File: src/rtl/max_part_err_pkg.sv
// Shared types, defaults and helpers for the max-partition error monitor.
// Holds the FSM state encoding and a saturating adder.
package max_part_err_pkg;

    localparam int DEF_OUT_W   = 5;
    localparam int DEF_CNT_W   = 32;
    localparam int DEF_WIN_LEN = 1024;

    typedef enum logic {
        RUN  = 1'b0,
        HOLD = 1'b1
    } state_e;

    // Sum clamps at lim; callers keep a <= lim.
    function automatic logic [63:0] sat_add(
        input logic [63:0] a,
        input logic [63:0] b,
        input logic [63:0] lim
    );
        logic [64:0] s;
        s = {1'b0, a} + {1'b0, b};
        return (s > {1'b0, lim}) ? lim : s[63:0];
    endfunction

endpackage

File: src/rtl/max_part_err_if.sv
// Sample-in / result-out bundle for the error monitor.
// slave is the monitor side, master the producer/consumer side.
interface max_part_err_if
    import max_part_err_pkg::*;
#(
    parameter int OUT_W = DEF_OUT_W,
    parameter int CNT_W = DEF_CNT_W
);

    logic                   in_valid;
    logic                   in_ready;
    logic [OUT_W-1:0]       approx_w;
    logic [OUT_W-1:0]       exact_w;
    logic                   res_valid;
    logic                   res_ready;
    logic [CNT_W-1:0]       res_mism;
    logic [CNT_W-1:0]       res_ham;
    logic [CNT_W-1:0]       res_sae;
    logic [OUT_W-1:0]       res_maxe;
    logic [OUT_W*CNT_W-1:0] res_bitcnt;

    modport master (
        output in_valid, approx_w, exact_w, res_ready,
        input  in_ready, res_valid, res_mism, res_ham,
        input  res_sae, res_maxe, res_bitcnt
    );

    modport slave (
        input  in_valid, approx_w, exact_w, res_ready,
        output in_ready, res_valid, res_mism, res_ham,
        output res_sae, res_maxe, res_bitcnt
    );

endinterface

File: src/rtl/max_part_err_diff.sv
// Stage 1: registers per-sample mismatch, Hamming distance,
// absolute error and flip vector, plus valid and window-last tags.
module max_part_err_diff
    import max_part_err_pkg::*;
#(
    parameter int OUT_W = DEF_OUT_W,
    parameter int HW    = $clog2(DEF_OUT_W + 1)
) (
    input  logic             clk,
    input  logic             rst_n,
    input  logic             vld_i,
    input  logic             last_i,
    input  logic [OUT_W-1:0] a_i,
    input  logic [OUT_W-1:0] e_i,
    output logic             vld_o,
    output logic             last_o,
    output logic             mism_o,
    output logic [HW-1:0]    ham_o,
    output logic [OUT_W-1:0] ae_o,
    output logic [OUT_W-1:0] flip_o
);

    logic             vld_q, last_q, mism_q;
    logic             mism_d;
    logic [HW-1:0]    ham_q, ham_d;
    logic [OUT_W-1:0] ae_q, ae_d;
    logic [OUT_W-1:0] flip_q, flip_d;
    logic [OUT_W:0]   wide;

    always_comb begin
        flip_d = a_i ^ e_i;
        mism_d = |flip_d;
        ham_d  = '0;
        for (int i = 0; i < OUT_W; i++) begin
            ham_d = ham_d + HW'(flip_d[i]);
        end
        if (a_i >= e_i) begin
            wide = {1'b0, a_i} - {1'b0, e_i};
        end else begin
            wide = {1'b0, e_i} - {1'b0, a_i};
        end
        ae_d = wide[OUT_W-1:0];
    end

    always_ff @(posedge clk or negedge rst_n) begin
        if (!rst_n) begin
            vld_q  <= 1'b0;
            last_q <= 1'b0;
            mism_q <= 1'b0;
            ham_q  <= '0;
            ae_q   <= '0;
            flip_q <= '0;
        end else begin
            vld_q  <= vld_i;
            last_q <= last_i;
            mism_q <= mism_d;
            ham_q  <= ham_d;
            ae_q   <= ae_d;
            flip_q <= flip_d;
        end
    end

    assign vld_o  = vld_q;
    assign last_o = last_q;
    assign mism_o = mism_q;
    assign ham_o  = ham_q;
    assign ae_o   = ae_q;
    assign flip_o = flip_q;

endmodule

File: src/rtl/max_part_err_monitor.sv
// Windowed QoR error statistics for the partitioned approximate max.
// ERR_BITCNT_EN builds the per-bit flip counters behind res_bitcnt.
module max_part_err_monitor
    import max_part_err_pkg::*;
#(
    parameter int OUT_W   = DEF_OUT_W,
    parameter int CNT_W   = DEF_CNT_W,
    parameter int WIN_LEN = DEF_WIN_LEN
) (
    input logic            clk,
    input logic            rst_n,
    max_part_err_if.slave  bus
);

    localparam int AW = $clog2(WIN_LEN);
    localparam int HW = $clog2(OUT_W + 1);
    localparam logic [63:0]   SAT  = 64'({CNT_W{1'b1}});
    localparam logic [AW-1:0] LAST = AW'(WIN_LEN - 1);

    state_e           state_q, state_d;
    logic [AW-1:0]    cnt_q, cnt_d;
    logic             rdy, accept, at_last, blocked;

    logic             s1_vld, s1_last, s1_mism;
    logic [HW-1:0]    s1_ham;
    logic [OUT_W-1:0] s1_ae, s1_flip;

    logic [CNT_W-1:0] mism_acc_q, ham_acc_q, sae_acc_q;
    logic [CNT_W-1:0] mism_acc_d, ham_acc_d, sae_acc_d;
    logic [OUT_W-1:0] maxe_acc_q, maxe_acc_d;
    logic [CNT_W-1:0] mism_sum, ham_sum, sae_sum;
    logic [OUT_W-1:0] maxe_new;

    logic             res_valid_q, res_valid_d, load;
    logic [CNT_W-1:0] res_mism_q, res_ham_q, res_sae_q;
    logic [CNT_W-1:0] res_mism_d, res_ham_d, res_sae_d;
    logic [OUT_W-1:0] res_maxe_q, res_maxe_d;

    // Last sample waits unless the result slot is free or freeing now.
    assign at_last = (cnt_q == LAST);
    assign blocked = at_last && res_valid_q && !bus.res_ready;

    always_comb begin
        state_d = state_q;
        rdy     = 1'b0;
        unique case (state_q)
            RUN: begin
                rdy = !blocked;
                if (blocked) begin
                    state_d = HOLD;
                end
            end
            HOLD: begin
                if (bus.res_ready) begin
                    state_d = RUN;
                end
            end
        endcase
    end

    assign accept = bus.in_valid && rdy;

    always_comb begin
        cnt_d = cnt_q;
        if (accept) begin
            cnt_d = at_last ? '0 : cnt_q + 1'b1;
        end
    end

    max_part_err_diff #(
        .OUT_W (OUT_W),
        .HW    (HW)
    ) u_diff (
        .clk    (clk),
        .rst_n  (rst_n),
        .vld_i  (accept),
        .last_i (accept && at_last),
        .a_i    (bus.approx_w),
        .e_i    (bus.exact_w),
        .vld_o  (s1_vld),
        .last_o (s1_last),
        .mism_o (s1_mism),
        .ham_o  (s1_ham),
        .ae_o   (s1_ae),
        .flip_o (s1_flip)
    );

    assign load = s1_vld && s1_last;

    always_comb begin
        mism_sum = CNT_W'(sat_add(64'(mism_acc_q), 64'(s1_mism), SAT));
        ham_sum  = CNT_W'(sat_add(64'(ham_acc_q), 64'(s1_ham), SAT));
        sae_sum  = CNT_W'(sat_add(64'(sae_acc_q), 64'(s1_ae), SAT));
        maxe_new = (s1_ae > maxe_acc_q) ? s1_ae : maxe_acc_q;

        mism_acc_d = mism_acc_q;
        ham_acc_d  = ham_acc_q;
        sae_acc_d  = sae_acc_q;
        maxe_acc_d = maxe_acc_q;
        if (s1_vld) begin
            mism_acc_d = s1_last ? '0 : mism_sum;
            ham_acc_d  = s1_last ? '0 : ham_sum;
            sae_acc_d  = s1_last ? '0 : sae_sum;
            maxe_acc_d = s1_last ? '0 : maxe_new;
        end

        res_mism_d  = load ? mism_sum : res_mism_q;
        res_ham_d   = load ? ham_sum : res_ham_q;
        res_sae_d   = load ? sae_sum : res_sae_q;
        res_maxe_d  = load ? maxe_new : res_maxe_q;
        res_valid_d = load || (res_valid_q && !bus.res_ready);
    end

    always_ff @(posedge clk or negedge rst_n) begin
        if (!rst_n) begin
            state_q     <= RUN;
            cnt_q       <= '0;
            mism_acc_q  <= '0;
            ham_acc_q   <= '0;
            sae_acc_q   <= '0;
            maxe_acc_q  <= '0;
            res_valid_q <= 1'b0;
            res_mism_q  <= '0;
            res_ham_q   <= '0;
            res_sae_q   <= '0;
            res_maxe_q  <= '0;
        end else begin
            state_q     <= state_d;
            cnt_q       <= cnt_d;
            mism_acc_q  <= mism_acc_d;
            ham_acc_q   <= ham_acc_d;
            sae_acc_q   <= sae_acc_d;
            maxe_acc_q  <= maxe_acc_d;
            res_valid_q <= res_valid_d;
            res_mism_q  <= res_mism_d;
            res_ham_q   <= res_ham_d;
            res_sae_q   <= res_sae_d;
            res_maxe_q  <= res_maxe_d;
        end
    end

`ifdef ERR_BITCNT_EN
    logic [OUT_W-1:0][CNT_W-1:0] bc_acc_q, bc_acc_d;
    logic [OUT_W-1:0][CNT_W-1:0] bc_res_q, bc_res_d;
    logic [OUT_W-1:0][CNT_W-1:0] bc_sum;

    always_comb begin
        for (int i = 0; i < OUT_W; i++) begin
            bc_sum[i] = CNT_W'(sat_add(64'(bc_acc_q[i]),
                                       64'(s1_flip[i]), SAT));
        end
        bc_acc_d = bc_acc_q;
        if (s1_vld) begin
            bc_acc_d = s1_last ? '0 : bc_sum;
        end
        bc_res_d = load ? bc_sum : bc_res_q;
    end

    always_ff @(posedge clk or negedge rst_n) begin
        if (!rst_n) begin
            bc_acc_q <= '0;
            bc_res_q <= '0;
        end else begin
            bc_acc_q <= bc_acc_d;
            bc_res_q <= bc_res_d;
        end
    end

    assign bus.res_bitcnt = bc_res_q;
`else
    logic unused_flip;
    assign unused_flip    = ^s1_flip;
    assign bus.res_bitcnt = '0;
`endif

    assign bus.in_ready  = rdy;
    assign bus.res_valid = res_valid_q;
    assign bus.res_mism  = res_mism_q;
    assign bus.res_ham   = res_ham_q;
    assign bus.res_sae   = res_sae_q;
    assign bus.res_maxe  = res_maxe_q;

endmodule

File: src/flat_wrapper.sv
// flat-port wrapper written by rule: the top's interface ports become plain ports
module max_part_err_monitor_flat import max_part_err_pkg::*;
#(
    parameter int OUT_W   = DEF_OUT_W,
    parameter int CNT_W   = DEF_CNT_W,
    parameter int WIN_LEN = DEF_WIN_LEN
)
  (clk, rst_n, bus_in_valid, bus_approx_w, bus_exact_w, bus_res_ready, bus_in_ready, bus_res_valid, bus_res_mism, bus_res_ham, bus_res_sae, bus_res_maxe, bus_res_bitcnt);
  max_part_err_if #(.OUT_W(OUT_W), .CNT_W(CNT_W)) bus_i ();
  input logic clk;
  input logic rst_n;
  input wire logic [$bits(bus_i.in_valid)-1:0] bus_in_valid;
  input wire logic [$bits(bus_i.approx_w)-1:0] bus_approx_w;
  input wire logic [$bits(bus_i.exact_w)-1:0] bus_exact_w;
  input wire logic [$bits(bus_i.res_ready)-1:0] bus_res_ready;
  output wire logic [$bits(bus_i.in_ready)-1:0] bus_in_ready;
  output wire logic [$bits(bus_i.res_valid)-1:0] bus_res_valid;
  output wire logic [$bits(bus_i.res_mism)-1:0] bus_res_mism;
  output wire logic [$bits(bus_i.res_ham)-1:0] bus_res_ham;
  output wire logic [$bits(bus_i.res_sae)-1:0] bus_res_sae;
  output wire logic [$bits(bus_i.res_maxe)-1:0] bus_res_maxe;
  output wire logic [$bits(bus_i.res_bitcnt)-1:0] bus_res_bitcnt;
  assign bus_i.in_valid = bus_in_valid;
  assign bus_i.approx_w = bus_approx_w;
  assign bus_i.exact_w = bus_exact_w;
  assign bus_i.res_ready = bus_res_ready;
  assign bus_in_ready = bus_i.in_ready;
  assign bus_res_valid = bus_i.res_valid;
  assign bus_res_mism = bus_i.res_mism;
  assign bus_res_ham = bus_i.res_ham;
  assign bus_res_sae = bus_i.res_sae;
  assign bus_res_maxe = bus_i.res_maxe;
  assign bus_res_bitcnt = bus_i.res_bitcnt;
  max_part_err_monitor #(.OUT_W(OUT_W), .CNT_W(CNT_W), .WIN_LEN(WIN_LEN)) u_core (.clk(clk), .rst_n(rst_n), .bus(bus_i));
endmodule
File: config.mk
export PLATFORM = sky130hd
export DESIGN_NAME = max_part_err_monitor_flat
export DESIGN_NICKNAME = d
export VERILOG_FILES = /design/src/rtl/max_part_err_pkg.sv /design/src/rtl/max_part_err_if.sv /design/src/rtl/max_part_err_diff.sv /design/src/rtl/max_part_err_monitor.sv /design/src/flat_wrapper.sv
export SDC_FILE = /design/constraint.sdc
export NUM_CORES = 1
export LEC_CHECK = 0
export CAP_MARGIN = 0
export CORE_MARGIN = 2
export CORE_UTILIZATION = 45
export CTS_BUF_LIST = sky130_fd_sc_hd__clkbuf_8
export CTS_CLUSTER_DIAMETER = 150
export DETAILED_ROUTE_END_ITERATION = 10
export GPL_ROUTABILITY_DRIVEN = 1
export HOLD_SLACK_MARGIN = 0.12
export PLACE_DENSITY_LB_ADDON = 0.12
export SYNTH_ARGS = -nofsm -noshare
export SYNTH_HDL_FRONTEND = slang
export SYNTH_HIERARCHICAL = 1
export SYNTH_SLANG_ARGS = --single-unit
File: constraint.sdc
create_clock -name clk -period 2.3 [get_ports clk]
set_input_delay 0.345 -clock clk [delete_from_list [all_inputs] [get_ports clk]]
set_output_delay 0.345 -clock clk [all_outputs]
set_load 0.1 [all_outputs]
## After elaboration in Yosys (flattened, before gate mapping)

Index checks and enable logic that the tools add are counted.

| cells by class | value |
|---|---|
| add/sub/neg operators | 10 |
| mux-type cells | 14 |
| divide/modulo/power cells | 0 |
| reduce and logical (&&, ||, !) cells | 10 |
| multipliers | 0 |
| eq/ne operators | 1 |
| bitwise operators | 2 |
| shift operators | 0 |
| $lt $le $gt $ge | 5 |

Operators with widths:

| cell | number |
|---|---|
| $mux 32 | 6 |
| $gt 33x32->1 const B | 3 |
| $add 32x1->33 | 1 |
| $add 32x3->33 | 1 |
| $add 32x5->33 | 1 |
| $mux 5 | 3 |
| $add 10x1->10 const B | 1 |
| $eq 10x10->1 const B | 1 |
| $mux 10 | 1 |
| $sub 5x5->5 | 2 |
| $add 3x1->3 | 2 |
| $logic_and 1x1->1 | 6 |
| $ge 5x5->1 | 1 |
| $gt 5x5->1 | 1 |
| $reduce_or 5->1 | 1 |
| $xor 5x5->5 | 1 |
| $add 2x1->3 | 1 |
| $mux 1 | 3 |
| $add 1x1->2 | 1 |
| $logic_not 1->1 | 2 |
| $pmux 1 s2 | 1 |
| $logic_or 1x1->1 | 1 |
| $not 1->1 | 1 |

| storage, ports and cells | value |
|---|---|
| bits in read-only memories | 0 |
| bits in latches | 0 |
| bits in registers | 225 |
| output and inout bits | 263 |
| bits of input ports | 14 |
| memory bits (writable) | 0 |
| logic and storage cells | 58 |
| memories | 0 |

## Longest topological paths before layout

Gate-level depths: netlist of the first run.

| logic depth | value |
|---|---|
| word-level depth | 7 |
| mapped depth | 11 |
| mapped depth without buffers | 9 |

## Modules after synthesis

The synthesis of the first run kept the hierarchy.

By module, submodules not included:

| module | sequential area each (um2) | area each (um2) | times used | cells each |
|---|---|---|---|---|
| max_part_err_monitor | 5,355.1 | 12,833.6 | 1 | 1,439 |
| max_part_err_diff | 375.4 | 879.6 | 1 | 74 |

## Worst setup path before layout of the first run

OpenSTA, ideal clock, no wires.

| path | value |
|---|---|
| path kind | register -> output |
| start point | register u_core.cnt_q[3] |
| end point | output port bus_in_ready |
| required time | 1,955 ps |
| path buffers | 0 |
| setup slack | -389 ps |
| arrival | 2,344 ps |
| stages on the path, launching flop included | 6 |
| cells stage by stage | dfrtp_1 -> and4_1 -> and3_1 -> nand4_1 -> nor2_1 -> nor2_1 |

| on the way | value |
|---|---|
| word-level cells in the longest chain between the ends | 5 |

Ends and longest elaborated chain:

| item | line | source |
|---|---|---|
| start: declaration | max_part_err_monitor.sv:21 | `logic [AW-1:0] cnt_q, cnt_d;` |
| start signal: assignment | max_part_err_monitor.sv:129 | `cnt_q <= cnt_d;` |
| $eq 10x10->1 | max_part_err_monitor.sv:40 | `assign at_last = (cnt_q == LAST);` |
| $logic_and 1x1->1 (2 in series) | max_part_err_monitor.sv:41 | `assign blocked = at_last && res_valid_q && !bus.res_ready;` |
| $logic_not 1->1 | max_part_err_monitor.sv:48 | `rdy = !blocked;` |
| $mux 1 | max_part_err_monitor.sv:46 | `unique case (state_q)` |
| end: declaration | flat_wrapper.sv:16 | `output wire logic [$bits(bus_i.in_ready)-1:0] bus_in_ready;` |

No other way between the ends.

## Worst setup path in the final report of the first run

| path | value |
|---|---|
| start point | register u_core.sae_acc_q[0] |
| end point | register u_core.sae_acc_q[14] |

| on the way | value |
|---|---|
| word-level cells in the longest chain between the ends | 4 |

Ends and longest elaborated chain:

| item | line | source |
|---|---|---|
| start: declaration | max_part_err_monitor.sv:28 | `logic [CNT_W-1:0] mism_acc_q, ham_acc_q, sae_acc_q;` |
| start signal: assignment | max_part_err_monitor.sv:120 | `sae_acc_q <= '0;` |
| start signal: assignment | max_part_err_monitor.sv:132 | `sae_acc_q <= sae_acc_d;` |
| $add 32x5->33 (*) | max_part_err_pkg.sv:21 | `s = {1'b0, a} + {1'b0, b};` |
| $gt 33x32->1 | max_part_err_pkg.sv:22 | `return (s > {1'b0, lim}) ? lim : s[63:0];` |
| $mux 32 (*) | max_part_err_pkg.sv:22 |  |
| $mux 32 (*) | max_part_err_monitor.sv:103 | `sae_acc_d = s1_last ? '0 : sae_sum;` |

Every way passes the cells marked *; elsewhere a longest branch is shown, timed or not.
A chain may end at the register's enable or synchronous reset.

==> summary.txt, run 1 <==
Routed WL - 34,600 um
min-delay worst type - input port to asynchronous set/reset pin
# port buffers - 116
Core ar. - 29,700 um^2
Sw Ratio - 0.404
crit path to - u_core/sae_acc_q[14]$_DFFE_PN0P_
leakage - 7.87 nW
Critical Path RT - 2.73 ns
met1 GRT Util - 0.293
Vert. Die Dim - 178 um
GR Util met3 - 0.0311
Syn Inst Count - 1,508
Avg Vias per Cell - 5.31
status - complete, but fails checks
Yosys warning count - 6
GPL Wtd Cong - 0.851
wire per inst - 16.0 um
share of cells above drive strength 1 - 0.257
Int Pwr - 0.00831 W
Num CTS Buffers - 41
largest net degree at the start of global routing - 104
CP Buf/Inv Count - 3
critical path startpoint - u_core/sae_acc_q[0]$_DFFE_PN0P_
Fmax - 427 MHz
Data arrival, critical path - 2.78 ns
row count - 63
initial antenna violation count - 0
num ports - 277
Slew @ Worst Pin - 0.623 ns
DRC - 0
H-tree Lvls - 2
crit path time final - 2.34 ns
origin of the critical flop-to-flop path - u_core/sae_acc_q[0]$_DFFE_PN0P_
Slew Limit Fails - 0
# nets final - 1,796
r2r setup slk - -0.04 ns
clk_skew - 0.0242 ns
Peak VDD IR - 0.000522 V
clock power share - 0.291
end of the worst register-to-register path - u_core/sae_acc_q[14]$_DFFE_PN0P_
CP Class - flip-flop to flip-flop
Comb pwr share - 0.368
Antenna Cells - 0
mapped cell area - 13,600 um^2
CP Cell Sequence - ha_2 -> inv_2 -> fa_2 -> nor2b_2 -> o31a_1 -> buf_12 -> o2111a_2 -> buf_6 -> o21ai_0 -> a221oi_2
storage element area - 5640 um^2
DRT iter0 DRCs - 696
Setup WS post-layout - -0.0443 ns
First-pass DRT Iterations - 5
delay of the slowest critical-path stage - 0.37 ns
final setup fails - 10
final core utilization - 0.565
Rel. slew slack - 0.581
fillers - 2,729
Hold Violations, Final - 0
met2 Usage GRT - 0.359
switching pwr - 0.00563 W
area occupied by multi-input gates - 7240 um^2
clock tree buffer depth - 3
CTS root buffer - clkbuf_8
Most Used Layer, Global Route - met2
antenna viol nets, final - 0
total global-route track usage - 0.216
failing checks - setup timing
final hold slack - 0.355 ns
critical path's top delay family - compound AO/OA/AOI/OAI gates
Clock transition at path regs - 0.06 ns
Max Cap Viol - 0
dpl hpwl - 23,900 um
vias - 11.5k
PwrDens - 830 nW/um^2
insertion delay to the later sink of the worst-skew pair - 0.55 ns
CTS tree - built
sequential power share - 0.340
vias in the first global route - 10.8k
Die X - 178 um
Reg2Reg Depth - 10
Crit. path cell count - 10
CP Max Fanout - 10
RSZ-0062 raised after global routing - true
Initial Utilization - 0.458
CP max stage cell - fa_2
crit start category - flip-flop
die area - 31,600 um^2
Syn Area/Cell - 9.02 um^2
Sink Count - 225
remaining global-route overflow - 0
crit end category - flip-flop
global-route wire length before repair - 55,300 um
period utilization - 1.02
Area growth syn-to-layout - 23.4%
[how the worst min path moves through the flow]
| stage | from | end | slack [ns] | cells after the start |
|---|---|---|---|---|
| 3_3_place_gp | rst_n | u_core/bus.res_sae[17]$_DFFE_PN0P_ | 0.32 | 1 |
| 2_1_floorplan | rst_n | u_core/bus.res_ham[0]$_DFFE_PN0P_ | 0.05 | 0 |
| 4_1_cts | bus_res_ready | u_core/state_q$_DFF_PN0_ | 0.34 | 2 |
| 5_1_grt | rst_n | u_core/bus.res_sae[17]$_DFFE_PN0P_ | 0.37 | 2 |
| 3_5_place_dp | rst_n | u_core/bus.res_sae[17]$_DFFE_PN0P_ | 0.32 | 1 |
| 6_report | rst_n | u_core/bus.res_sae[17]$_DFFE_PN0P_ | 0.35 | 2 |
[power by group through the flow]
stage / Sequential, W / Clock, W / Combinational [W]
final: 0.00474 / 0.00406 / 0.00513
after detailed placement: 0.00479 / 0 / 0.00490
after CTS: 0.00472 / 0.00417 / 0.00496
after floorplan: 0.00527 / 0 / 0.00344
after global routing: 0.00480 / 0.00436 / 0.00555
after global placement: 0.00478 / 0 / 0.00484
[per-stage QoR]
step                setup slack (ns)  instance area, um^2  power (W)  cells  setup TNS, ns
floorplan                    -0.0166                14200    0.00871   1667         -0.166
global placement              -0.493                15200    0.00963   2066          -1.67
detailed placement            -0.527                15200    0.00969   2066          -2.77
CTS                          -0.0393                16200     0.0139   2146         -0.186
global route                  -0.166                16800     0.0147   2166          -5.60
finish                       -0.0443                16800     0.0139   2166         -0.215
[layout make-up]
cell class	count	area share
Inverter	44	0.00984
Tap cell	390	0.0291
Clock buffer	52	0.0426
Clock inverter	20	0.00969
Sequential cell	225	0.336
Multi-Input combinational cell	1151	0.431
Timing Repair Buffer	284	0.142
[cells in the final DEF, fill, tap and decap left out, drive strengths merged, types with 50 or more instances in the layout]
cell type and count:
nor2 165, clkbuf 54, buf 269, inv 56, conb 160, xnor2 50, o21ai 71, a21oi 135
nand2 97, a31oi 53, dfrtp 225
[registers in the layout (all words and copies together), names as in the netlist, 3 cells and up]
| signal | count |
|---|---|
| u_core/bus.res_mism | 32 |
| u_core/ham_acc_q | 32 |
| u_core/mism_acc_q | 32 |
| u_core/sae_acc_q | 32 |
| u_core/bus.res_maxe | 5 |
| u_core/bus.res_sae | 32 |
| u_core/bus.res_ham | 32 |
| u_core/maxe_acc_q | 5 |
| u_core/cnt_q | 10 |
| u_core/u_diff/ae_o | 5 |
| u_core/u_diff/ham_o | 3 |
[layer usage]
layer | vias up | part of all wire
li1 | 5527 | -
met1 | 5578 | 0.45
met2 | 341 | 0.48
met3 | 54 | 0.052
met4 | 0 | 0.020
met5 | - | 0
[worst register-to-register path: stages (launching register included)]
cell and delay, ns:
dfrtp_1 0.35, ha_2 0.19, inv_2 0.04, fa_2 0.37
nor2b_2 0.15, o31a_1 0.18, buf_12 0.16, o2111a_2 0.30
buf_6 0.13, o21ai_0 0.10, a221oi_2 0.27
[repair_timing]
action | in CTS | in global routing
hold buffers | 1 | 0
setup buffers | 6 | 18
endpoints found under the hold margin | 56 | 0
gates resized for setup | 27 | 80
cloned | 1 | 2
pin swaps | 9 | 28
endpoints found under the setup margin | 44 | 140
Note: power is estimated with default switching activity, not from simulation.
==> run 2: changes to the inputs <==
--- a/config.mk
+++ b/config.mk
@@ -5,6 +5,7 @@
 export SDC_FILE = /design/constraint.sdc
 export NUM_CORES = 1
 export LEC_CHECK = 0
+export ABC_AREA = 1
 export CAP_MARGIN = 0
 export CORE_MARGIN = 2
 export CORE_UTILIZATION = 45
==> run 2 against run 1 <==
The flow now finishes without violations; die area grew 3.7%; synthesized cell count grew 29%; cell count grew 16%; critical path depth shrank 1; sequential share of layout area grew 1.7 points; critical path type is now input port to flip-flop.
==> summary.txt, run 2 <==
crit path to - u_core/u_diff/ham_o[1]$_DFF_PN0_
Slew @ Worst Pin - 0.927 ns (+0.304 ns)
Area growth syn-to-layout - 13.3%
CTS tree - built
Fmax - 445 MHz (+4.3%)
area occupied by multi-input gates - 7100 um^2 (-2.0%)
final std cells w/o fill - 2,522 (+16%)
remaining global-route overflow - 0 (unchanged)
total power - 0.0120 W (-14%)
Core ar. - 30,700 um^2 (+3.5%)
CP Class - input port to flip-flop
min-delay worst type - input port to asynchronous set/reset pin
Vert. Die Dim - 181 um (+1.8%)
vias - 11.9k (+3.5%)
Critical Path RT - 2.71 ns (-0.02 ns)
row count - 64 (+1.6%)
crit start category - input port
insertion delay to the later sink of the worst-skew pair - 0.55 ns (about the same)
share of cells above drive strength 1 - 0.146 (-0.112)
# port buffers - 116 (unchanged)
final core utilization - 0.520 (-0.0450)
sequential power share - 0.377 (+0.037)
mapped cell area - 14,100 um^2 (+3.7%)
GPL Wtd Cong - 0.889 (+4.5%)
Peak VDD IR - 0.000475 V (-8.8%)
Hold Violations, Final - 0 (unchanged)
Int Pwr - 0.00739 W (-11%)
dpl hpwl - 24,700 um (+3.5%)
r2r setup slk - 0.18 ns (+0.22 ns)
commonest non-fill, non-tap cells in the layout - nand2_1 (828), dfrtp_1 (225), nor2_1 (171), conb_1 (160), buf_4 (144)
fillers - 3,131 (+15%)
DRC - 0 (unchanged)
period utilization - 0.977 (-0.0421)
Die X - 181 um (+1.8%)
Initial Utilization - 0.459 (+0.00119)
Syn Area/Cell - 7.26 um^2 (-20%)
Avg Vias per Cell - 4.72 (-11%)
crit end category - flip-flop
wire per inst - 13.7 um (-14%)
Clock transition at path regs - 0.06 ns (about the same)
storage element area - 5630 um^2 (about the same)
leakage - 8.75 nW (+11%)
global-route wire length before repair - 56,800 um (+2.6%)
RSZ-0062 raised after global routing - false
Sink Count - 225 (unchanged)
Syn Inst Count - 1,944 (+29%)
CP Max Fanout - 2 (-8)
clock power share - 0.328 (+0.037)
total global-route track usage - 0.209 (-0.00673)
H-tree Lvls - 2 (unchanged)
commonest non-fill, non-tap cell in the layout - nand2_1
vias in the first global route - 11.5k (+6.4%)
Sw Ratio - 0.385 (-0.0189)
largest net degree at the start of global routing - 76 (-27%)
clock tree buffer depth - 3 (unchanged)
Slew Limit Fails - 0 (unchanged)
Rel. slew slack - 0.382 (-0.199)
Yosys warning count - 6 (unchanged)
switching pwr - 0.00462 W (-18%)
end of the worst register-to-register path - u_core/bus.res_sae[30]$_DFFE_PN0P_
# nets final - 2,146 (+19%)
initial antenna violation count - 0 (unchanged)
num ports - 277 (unchanged)
die area - 32,800 um^2 (+3.7%)
clk_skew - 0.0199 ns (-0.00435 ns)
final setup fails - 0 (-10)
status - completed
CTS root buffer - clkbuf_8
Comb pwr share - 0.295 (-0.073)
PwrDens - 751 nW/um^2 (-9.5%)
dpl cells - 2,440 (+18%)
crit path time final - 2.25 ns (-0.0968 ns)
critical path startpoint - bus_approx_w[0]
Antenna Cells - 0 (unchanged)
antenna viol nets, final - 0 (unchanged)
origin of the critical flop-to-flop path - u_core/u_diff/ae_o[0]$_DFF_PN0_
Data arrival, critical path - 2.66 ns (-0.12 ns)
Routed WL - 34,500 um (-0.35%)
DRT iter0 DRCs - 640 (-8.0%)
Num CTS Buffers - 42 (+2.4%)
First-pass DRT Iterations - 5 (unchanged)
Reg2Reg Depth - 13 (+3)
Max Cap Viol - 0 (unchanged)
Final TNS setup - 0 ns (+0.215 ns)
-- run 2: power by group through the flow --
stage                     clock, W  combinational [W]  sequential (W)
after global routing       0.00425            0.00394         0.00456
after floorplan                  0            0.00308         0.00449
after detailed placement         0            0.00348         0.00459
final                      0.00394            0.00355         0.00452
after global placement           0            0.00341         0.00458
after CTS                  0.00407            0.00352         0.00452
-- run 2: metal layers --
metal,global-route usage,wire length [um],vias to the layer above
met4,0.0624,799,0
met1,0.282,16000,5547
met5,0,0,-
li1,-,-,6019
met2,0.350,16300,271
met3,0.0294,1460,62
-- run 2: how the worst min path moves through the flow --
stage	endpoint	start	slack, ns
global route	u_core/bus.res_mism[23]$_DFFE_PN0P_	rst_n	0.35
global placement	u_core/bus.res_mism[23]$_DFFE_PN0P_	rst_n	0.31
floorplan	u_core/bus.res_ham[0]$_DFFE_PN0P_	rst_n	0.05
detailed placement	u_core/bus.res_mism[23]$_DFFE_PN0P_	rst_n	0.31
CTS	u_core/bus.res_mism[23]$_DFFE_PN0P_	rst_n	0.32
finish	u_core/bus.res_mism[23]$_DFFE_PN0P_	rst_n	0.32
-- run 2: critical path, cell delays in order --
cell and delay, ns:
clkdlybuf4s50_1 0.48, inv_1 0.05, ha_1 0.30, ha_1 0.30
inv_1 0.05, fa_1 0.48, inv_1 0.04, ha_1 0.20
fa_1 0.42
-- run 2: timing repair --
action / CTS / global route
endpoints found under the hold margin: 52 / 0
resized for setup: 1 / 9
pin swaps: 0 / 1
hold buffers: 1 / 0
endpoints found under the setup margin: 1 / 67
setup buffers: 2 / 6
-- run 2: cell type report --
cell class / count / share of cell area
clock buffers: 55 / 0.0474
inverters: 136 / 0.0321
flip-flops and latches: 225 / 0.352
repair buffers: 167 / 0.0869
multi-input cells: 1525 / 0.444
well taps: 396 / 0.0310
clock inverters: 18 / 0.00634
-- run 2: stage by stage --
step | setup slack [ns] | instance area, um^2 | hold WS [ns]
4_1_cts | 0.00594 | 15900 | 0.320
6_report | 0.0525 | 16000 | 0.322
2_1_floorplan | 0.0640 | 14700 | 0.0494
3_5_place_dp | -0.495 | 15000 | 0.312
3_3_place_gp | -0.478 | 15000 | 0.310
5_1_grt | 0.000693 | 16000 | 0.347
